File: config.mk
export PLATFORM = sky130hd
export DESIGN_NAME = disp_source_sched_flat
export DESIGN_NICKNAME = d
export VERILOG_FILES = /design/src/rtl/disp_source_sched_if.sv /design/src/rtl/disp_source_sched.sv /design/src/flat_wrapper.sv
export SDC_FILE = /design/constraint.sdc
export NUM_CORES = 1
export LEC_CHECK = 0
export CAP_MARGIN = 20
export CORE_ASPECT_RATIO = 1.75
export CORE_MARGIN = 2
export CORE_UTILIZATION = 63
export CTS_CLUSTER_DIAMETER = 30
export CTS_CLUSTER_SIZE = 40
export DETAILED_ROUTE_END_ITERATION = 10
export DONT_BUFFER_PORTS = 1
export PLACE_DENSITY_LB_ADDON = 0.2
export SYNTH_ARGS = -nofsm -noshare
export SYNTH_HDL_FRONTEND = slang
export SYNTH_SLANG_ARGS = --single-unit
File: constraint.sdc
create_clock -name sclk -period 3.9 [get_ports sclk]
set_clock_uncertainty 0.05 [all_clocks]
set_input_delay 0.78 -clock sclk [delete_from_list [all_inputs] [get_ports sclk]]
set_output_delay 0.78 -clock sclk [all_outputs]
set_load 0.01 [all_outputs]
File: src/rtl/disp_source_sched_if.sv
// disp_source_sched_if: digit-word sources, message handshake and digit outputs of the display scheduler
// master drives sources/message/blink mask; slave (the scheduler) drives msg_ready, bit_7..bit_0, src_id
interface disp_source_sched_if;
  logic [31:0] src0_data;
  logic [31:0] src1_data;
  logic        src1_req;
  logic [31:0] msg_data;
  logic        msg_valid;
  logic        msg_ready;
  logic [7:0]  blink_mask;
  logic [3:0]  bit_7, bit_6, bit_5, bit_4, bit_3, bit_2, bit_1, bit_0;
  logic [1:0]  src_id;
  modport master (
    output src0_data, src1_data, src1_req, msg_data, msg_valid, blink_mask,
    input  msg_ready, bit_7, bit_6, bit_5, bit_4, bit_3, bit_2, bit_1, bit_0, src_id
  );
  modport slave (
    input  src0_data, src1_data, src1_req, msg_data, msg_valid, blink_mask,
    output msg_ready, bit_7, bit_6, bit_5, bit_4, bit_3, bit_2, bit_1, bit_0, src_id
  );
endinterface

File: src/rtl/disp_source_sched.sv
// disp_source_sched: picks message / src1 / src0 digit word for the 8-digit scan driver with blank gaps and blink
// ports: sclk, rst (async, active high), bus (slave modport: sources, message handshake, digits, src_id)
// DISP_BLINK_EN defined enables digit blinking from blink_mask in S_SRC0/S_SRC1
module disp_source_sched #(
  parameter logic [15:0] TICK_MAX      = 16'd49_999,
  parameter logic [11:0] MSG_HOLD_MS   = 12'd2000,
  parameter logic [11:0] GAP_MS        = 12'd20,
  parameter logic [11:0] BLINK_HALF_MS = 12'd500
) (
  input logic sclk,
  input logic rst,
  disp_source_sched_if.slave bus
);
  // encoding doubles as src_id
  typedef enum logic [1:0] {S_SRC0 = 2'd0, S_SRC1 = 2'd1, S_MSG = 2'd2, S_GAP = 2'd3} state_t;
  state_t state_q, state_d, target;
  logic [15:0] tick_cnt_q, tick_cnt_d;
  logic tick, acc, pend_q, pend_d, rdy_q;
  logic [11:0] cnt_q, cnt_d, cnt_inc;
  logic [31:0] msg_buf_q, msg_buf_d, bits_q, bits_d, live;
  logic [1:0] sid_q;
  logic [7:0] blank;
  assign tick       = tick_cnt_q == TICK_MAX;
  assign tick_cnt_d = tick ? '0 : tick_cnt_q + 16'd1;
  assign acc        = bus.msg_valid & rdy_q;
  assign target     = pend_q ? S_MSG : bus.src1_req ? S_SRC1 : S_SRC0;
  assign cnt_inc    = &cnt_q ? cnt_q : cnt_q + 12'd1;
  // gap exits to the target as sampled at exit time, so a late higher-priority request redirects it
  assign state_d = (state_q == S_GAP) ? ((tick && cnt_inc >= GAP_MS) ? target : S_GAP)
                 : (state_q == S_MSG) ? ((tick && cnt_inc >= MSG_HOLD_MS) ? S_GAP : S_MSG)
                 : (target != state_q) ? S_GAP : state_q;
  assign cnt_d     = (state_d != state_q) ? '0 : tick ? cnt_inc : cnt_q;
  assign pend_d    = acc | (pend_q & !(state_q == S_MSG && state_d == S_GAP));
  assign msg_buf_d = acc ? bus.msg_data : msg_buf_q;
  assign live      = (state_q == S_SRC1) ? bus.src1_data : bus.src0_data;
`ifdef DISP_BLINK_EN
  logic [11:0] blink_q, blink_d;
  logic phase_q, blink_wrap;
  assign blink_wrap = tick && (blink_q + 12'd1) >= BLINK_HALF_MS;
  assign blink_d    = blink_wrap ? '0 : tick ? blink_q + 12'd1 : blink_q;
  assign blank      = phase_q ? 8'h00 : bus.blink_mask;
  always_ff @(posedge sclk or posedge rst)
    if (rst) begin
      blink_q <= '0;
      phase_q <= 1'b1;
    end else begin
      blink_q <= blink_d;
      phase_q <= phase_q ^ blink_wrap;
    end
`else
  logic unused_mask;
  assign unused_mask = ^bus.blink_mask;
  assign blank       = 8'h00;
`endif
  for (genvar i = 0; i < 8; i++) begin : g_dig
    assign bits_d[4*i +: 4] = (state_q == S_GAP) ? 4'hA
                            : (state_q == S_MSG) ? msg_buf_q[4*i +: 4]
                            : blank[i] ? 4'hA : live[4*i +: 4];
  end
  always_ff @(posedge sclk or posedge rst)
    if (rst) begin
      state_q    <= S_SRC0;
      tick_cnt_q <= '0;
      cnt_q      <= '0;
      pend_q     <= 1'b0;
      rdy_q      <= 1'b0;
      msg_buf_q  <= '0;
      bits_q     <= {8{4'hA}};
      sid_q      <= 2'd0;
    end else begin
      state_q    <= state_d;
      tick_cnt_q <= tick_cnt_d;
      cnt_q      <= cnt_d;
      pend_q     <= pend_d;
      rdy_q      <= !pend_d;
      msg_buf_q  <= msg_buf_d;
      bits_q     <= bits_d;
      sid_q      <= state_q;
    end
  assign {bus.bit_7, bus.bit_6, bus.bit_5, bus.bit_4, bus.bit_3, bus.bit_2, bus.bit_1, bus.bit_0} = bits_q;
  assign bus.src_id    = sid_q;
  assign bus.msg_ready = rdy_q;
endmodule

File: src/flat_wrapper.sv
// flat-port wrapper written by rule: the top's interface ports become plain ports
module disp_source_sched_flat 
#(
  parameter logic [15:0] TICK_MAX      = 16'd49_999,
  parameter logic [11:0] MSG_HOLD_MS   = 12'd2000,
  parameter logic [11:0] GAP_MS        = 12'd20,
  parameter logic [11:0] BLINK_HALF_MS = 12'd500
)
  (sclk, rst, bus_src0_data, bus_src1_data, bus_src1_req, bus_msg_data, bus_msg_valid, bus_blink_mask, bus_msg_ready, bus_bit_7, bus_bit_6, bus_bit_5, bus_bit_4, bus_bit_3, bus_bit_2, bus_bit_1, bus_bit_0, bus_src_id);
  disp_source_sched_if bus_i ();
  input logic sclk;
  input logic rst;
  input wire logic [$bits(bus_i.src0_data)-1:0] bus_src0_data;
  input wire logic [$bits(bus_i.src1_data)-1:0] bus_src1_data;
  input wire logic [$bits(bus_i.src1_req)-1:0] bus_src1_req;
  input wire logic [$bits(bus_i.msg_data)-1:0] bus_msg_data;
  input wire logic [$bits(bus_i.msg_valid)-1:0] bus_msg_valid;
  input wire logic [$bits(bus_i.blink_mask)-1:0] bus_blink_mask;
  output wire logic [$bits(bus_i.msg_ready)-1:0] bus_msg_ready;
  output wire logic [$bits(bus_i.bit_7)-1:0] bus_bit_7;
  output wire logic [$bits(bus_i.bit_6)-1:0] bus_bit_6;
  output wire logic [$bits(bus_i.bit_5)-1:0] bus_bit_5;
  output wire logic [$bits(bus_i.bit_4)-1:0] bus_bit_4;
  output wire logic [$bits(bus_i.bit_3)-1:0] bus_bit_3;
  output wire logic [$bits(bus_i.bit_2)-1:0] bus_bit_2;
  output wire logic [$bits(bus_i.bit_1)-1:0] bus_bit_1;
  output wire logic [$bits(bus_i.bit_0)-1:0] bus_bit_0;
  output wire logic [$bits(bus_i.src_id)-1:0] bus_src_id;
  assign bus_i.src0_data = bus_src0_data;
  assign bus_i.src1_data = bus_src1_data;
  assign bus_i.src1_req = bus_src1_req;
  assign bus_i.msg_data = bus_msg_data;
  assign bus_i.msg_valid = bus_msg_valid;
  assign bus_i.blink_mask = bus_blink_mask;
  assign bus_msg_ready = bus_i.msg_ready;
  assign bus_bit_7 = bus_i.bit_7;
  assign bus_bit_6 = bus_i.bit_6;
  assign bus_bit_5 = bus_i.bit_5;
  assign bus_bit_4 = bus_i.bit_4;
  assign bus_bit_3 = bus_i.bit_3;
  assign bus_bit_2 = bus_i.bit_2;
  assign bus_bit_1 = bus_i.bit_1;
  assign bus_bit_0 = bus_i.bit_0;
  assign bus_src_id = bus_i.src_id;
  disp_source_sched #(.TICK_MAX(TICK_MAX), .MSG_HOLD_MS(MSG_HOLD_MS), .GAP_MS(GAP_MS), .BLINK_HALF_MS(BLINK_HALF_MS)) u_core (.sclk(sclk), .rst(rst), .bus(bus_i));
endmodule
* Word level (Yosys, flattened, before mapping)
Index checks and enable logic that the tools add are counted.
** Storage, ports and cells
- Output and inout bits :: 35
- Flip-flop bits (word level) :: 98
- Input port bits :: 108
- Word-level logic and storage cells :: 57
** Cells by class
- Bitwise logic cells :: 3
- Equal/unequal tests :: 7
- Add/subtract/negate cells :: 2
- Reduce and logical (&&, ||, !) cells :: 7
- Muxes and demuxes :: 28
- Order comparisons :: 2
** Operators by type and width (number)
- $mux W4 :: 16
- $mux W12 :: 3
- $mux W32 :: 1
- $add A16 B1 Y16 const B :: 1
- $eq A16 B16 Y1 const B :: 1
- $mux W16 :: 1
- $add A12 B1 Y12 const B :: 1
- $ge A12 B11 Y1 const B :: 1
- $ge A12 B5 Y1 const B :: 1
- $reduce_and A12 Y1 :: 1
- $mux W2 :: 5
- $eq A2 B2 Y1 const B :: 3
- $ne A2 B2 Y1 :: 2
- $logic_and A1 B1 Y1 :: 3
- $and A1 B1 Y1 :: 2
- $eq A2 B1 Y1 const B :: 1
- $logic_not A1 Y1 :: 2
- $mux W1 :: 2
- $reduce_bool A2 Y1 :: 1
- $or A1 B1 Y1 :: 1

* Longest topological paths before layout
- Depth in word-level cells :: 13
- Mapped depth :: 10
- Depth with buffers taken out :: 8

* Least setup slack after synthesis
No wires, ideal clock.
- Path type :: flip-flop to flip-flop
- Start :: register u_core.cnt_q[0]
- End :: register u_core.cnt_q[0]
- Setup time :: 144 ps
- Arrival :: 2041 ps
- Period minus slack after synthesis :: 2234 ps
- Path buffers :: 2
- Cell stages (with the launch flop) :: 11
- Required time :: 3706 ps
- Slack :: 1666 ps
- Cells stage by stage :: dfrtp_1 > ha_1 > nand4_1 > buf_4 > o21ai_0 > mux2i_1 > and4_1 > a31oi_1 > a2bb2oi_2 > buf_6 > a21oi_2
** On the way
- Word-level cells in the longest chain between the ends :: 9
- Elaborated cells between the ends (all ways) :: 15
- Classes of those cells :: 1 x add/sub; 2 x order compare; 1 x eq/ne; 7 x mux; 4 x reduce/logical
** Ends and longest elaborated chain
- start: declaration :: line disp_source_sched.sv:19 : logic [11:0] cnt_q, cnt_d, cnt_inc;
- start signal: assignment :: line disp_source_sched.sv:73 : cnt_q <= cnt_d;
- $add A12 B1 Y12 or $reduce_and A12 Y1 (tied branches) :: line disp_source_sched.sv:27 : assign cnt_inc = &cnt_q ? cnt_q : cnt_q + 12'd1;
- $mux W12 (*) :: line disp_source_sched.sv:27
- $ge A12 B11 Y1 :: line disp_source_sched.sv:30 : : (state_q == S_MSG) ? ((tick && cnt_inc >= MSG_HOLD_MS) ? S_GAP : S_MSG)
- $logic_and A1 B1 Y1 :: line disp_source_sched.sv:30
- $mux W1 :: line disp_source_sched.sv:30
- $mux W2 :: line disp_source_sched.sv:30
- $mux W2 :: line disp_source_sched.sv:29 : assign state_d = (state_q == S_GAP) ? ((tick && cnt_inc >= GAP_MS) ? target : S_GAP)
- $ne A2 B2 Y1 :: line disp_source_sched.sv:32 : assign cnt_d = (state_d != state_q) ? '0 : tick ? cnt_inc : cnt_q;
- $mux W12 or $reduce_bool A2 Y1 (tied branches)
Mark *: on every way between the ends. The rest lies on a longest branch, timed or not. The select of a mux whose other input is x is not followed.
A chain may end at the register's enable or synchronous reset.

* Worst setup path in the final report
- Start :: register u_core.cnt_q[0]
- End :: register u_core.cnt_q[3]
The elaborated chain is that of the path after synthesis.

==> metrics.yaml <==
place.gp.congestion: 0.939
timing.setup.tns_ps: 0
slew_headroom_pct: 36.5
setup_viol: 0
cts_buffer_depth: 2
cts_hold_repair.buffers: 0
status: "finished clean"
firstDrtPassIters: 4
seqCellArea_um2: 2470
netlist_area_um2: 4720
grt_pass1_vias: 3260
synth_top_area_share_pct: 43.5
filler_cell_count: 517
async_flop_share_pct: 100
min_period_over_period_pct: 73.7
cts.repair.resized: 0
rows: 41
finalHoldViolCount: 0
clkLatencyLatePin_ps: 350
finalNetCount: 513
drive_gt1_share_pct: 27.9
cts_setup_buffers: 0
cts.sinks: 98
powerDensity_nw_per_um2: 395
synth_top_cell_by_area: "dfrtp_1"
synth_nets: 516
numCtsBuffers: 9
port_buffers: 0
die-width_um: 69.4
h-tree-depth: 3
ys_types: 57
ys_ff_latch: 98
drc: 0
drt_wl_total_um: 9590
cp_max_fo: 11
clk_pin_slew_ps: 60
grtUsageTotal_pct: 24.5
crit_type: "reg -> reg"
critical_path_arrival_ps: 3030
min-delay-path-class: "reg -> reg"
grt_pass1_wl_um: 15500
syn_avg_cell_area_um2: 11.6
grt_max_degree: 80
worstMarginPinSlew_ps: 953
ir_worst_vdd_mv: 0.347
routedWlPerCell_um: 19.4
fin_ws_ps: 1030
antenna_found_initial: 0
critPathCaptureType: "flip-flop"
fmax_mhz: 348
synth_edf_count: 0
slew_viol_final: 0
cts_tree: "done"
pre_cts_ws_ps: 1040
cts-root-buf: "clkbuf_16"
drt-initial-drc-count: 115
ys_warn_count: 0
vias: 3074
ys_seq_area_share_pct: 52.4
viasPerCell: 6.22
gr-total-overflow: 0
dp_hpwl_um: 6850
required_ps: 4050
die_area_um2: 8220
syn_inst: 406
die_h_um: 118
startpoint_type: "flip-flop"
core_region_area_um2: 7230
period_minus_slack_ps: 2870
num_io_pins: 143
synth_area_leaders: "dfrtp_1, mux2_2, dfstp_2, mux2i_1, o22a_1"
area_growth_pct: 7.16
rsz0062_at_grt: "false"
drtAntennaViolNets: 0
multi_input_area_um2: 2090
synthFlopType: "dfrtp_1"
antenna_cells: 0
leakage_nw: 2.28
drv_cap: 0
start_util_pct: 65.2
-- critical path: stages, from the launching register on --
cell,delay (ps)
dfrtp_1,410
ha_1,270
nand4_1,120
buf_4,200
nor4_2,250
mux2i_1,180
a2111oi_2,350
a21oi_2,140
a2bb2oi_2,410
buf_4,260
a21oi_1,80
-- layout by cell type (no fill, tap or decap), drive strengths merged, types with 14 or more instances in the layout --
cell type,count
a21oi,20
mux2,48
dfstp,16
nor2,21
o22a,16
nand2,36
dfrtp,82
clkbuf,14
mux2i,22
o21ai,27
-- final timing paths --
path,from,to,slack [ps],depth (start not counted)
max,u_core.cnt_q[0],u_core.cnt_q[3],1030,10
min,u_core.msg_buf_q[0],u_core.bits_q[0],430,2
max reg2reg,u_core.cnt_q[0],u_core.cnt_q[3],1030,10
min reg2reg,u_core.msg_buf_q[0],u_core.bits_q[0],430,2
max in group asynchronous,rst,u_core.bits_q[17],2440,2
min in group asynchronous,rst,u_core.bits_q[18],460,1
-- flip-flops by register name, summed over array words and instances (netlist names) --
register,cells
u_core.bits_q,32
u_core.bus.msg_ready,1
u_core.bus.src_id,2
u_core.cnt_q,12
u_core.msg_buf_q,32
u_core.pend_q,1
u_core.state_q,2
u_core.tick_cnt_q,16
-- cell usage after synthesis, types with 2 or more instances --
library cell and count:
a31oi_1 2, o211ai_1 2, clkbuf_8 2, mux2i_1 22, nand2b_1 2, nor4_1 4
xor2_1 10, o21ai_0 24, and2_1 3, mux2_2 48, a21oi_1 9, nand2_1 35
inv_1 8, o21ai_1 3, dfrtp_1 82, and3_1 4, nor3_1 8, dfstp_2 16
buf_6 3, nand3_1 9, a21oi_2 11, nor4_2 2, nor2_1 21, ha_1 2
o22a_1 16, xnor2_1 7, or3_1 3, o22ai_1 2, nand4_1 4, buf_2 2
clkbuf_1 13, and3_2 2
-- cell type report --
class | instances | area share [%]
clock buffers | 14 | 5.62
multi-input cells | 279 | 41.3
well taps | 86 | 2.13
inverters | 8 | 0.644
clock inverters | 2 | 0.347
flip-flops and latches | 98 | 48.9
repair buffers | 7 | 1.04
-- report_power, final --
group	switching, W	internal, W
sequential	0.0000175	0.00103
clock	0.000369	0.000506
combinational	0.0000389	0.0000315
total	0.000425	0.00157
-- logic make-up after synthesis --
kind of cell    synth area share (%)
mux                             16.1
xor+xnor                        3.16
fa+ha+maj                      0.531
compound gates                  12.0
buf+inv                         3.34
flops                           52.4
simple gates                    12.4
-- layer usage --
layer / part of all wire (%) / vias up / wire length (um) / GRT usage (%)
met5: 0 / - / 0 / 0
li1: - / 1446 / - / -
met2: 54 / 95 / 5170 / 42.4
met1: 36 / 1506 / 3490 / 26.4
met3: 5.7 / 27 / 548 / 6.99
met4: 4.0 / 0 / 381 / 13.6
-- per-stage QoR --
step | hold WS [ps] | utilization (%) | total power [W] | cells | area [um2]
floorplan | 345 | - | 0.00113 | 406 | 4720
global placement | 406 | 65.7 | 0.00114 | 478 | 4750
detailed placement | 416 | 65.7 | 0.00114 | 478 | 4750
CTS | 432 | 69.9 | 0.00201 | 494 | 5050
global route | 444 | 69.9 | 0.00205 | 494 | 5050
finish | 432 | 69.9 | 0.00200 | 494 | 5050
Note: power is estimated with default switching activity, not from simulation.
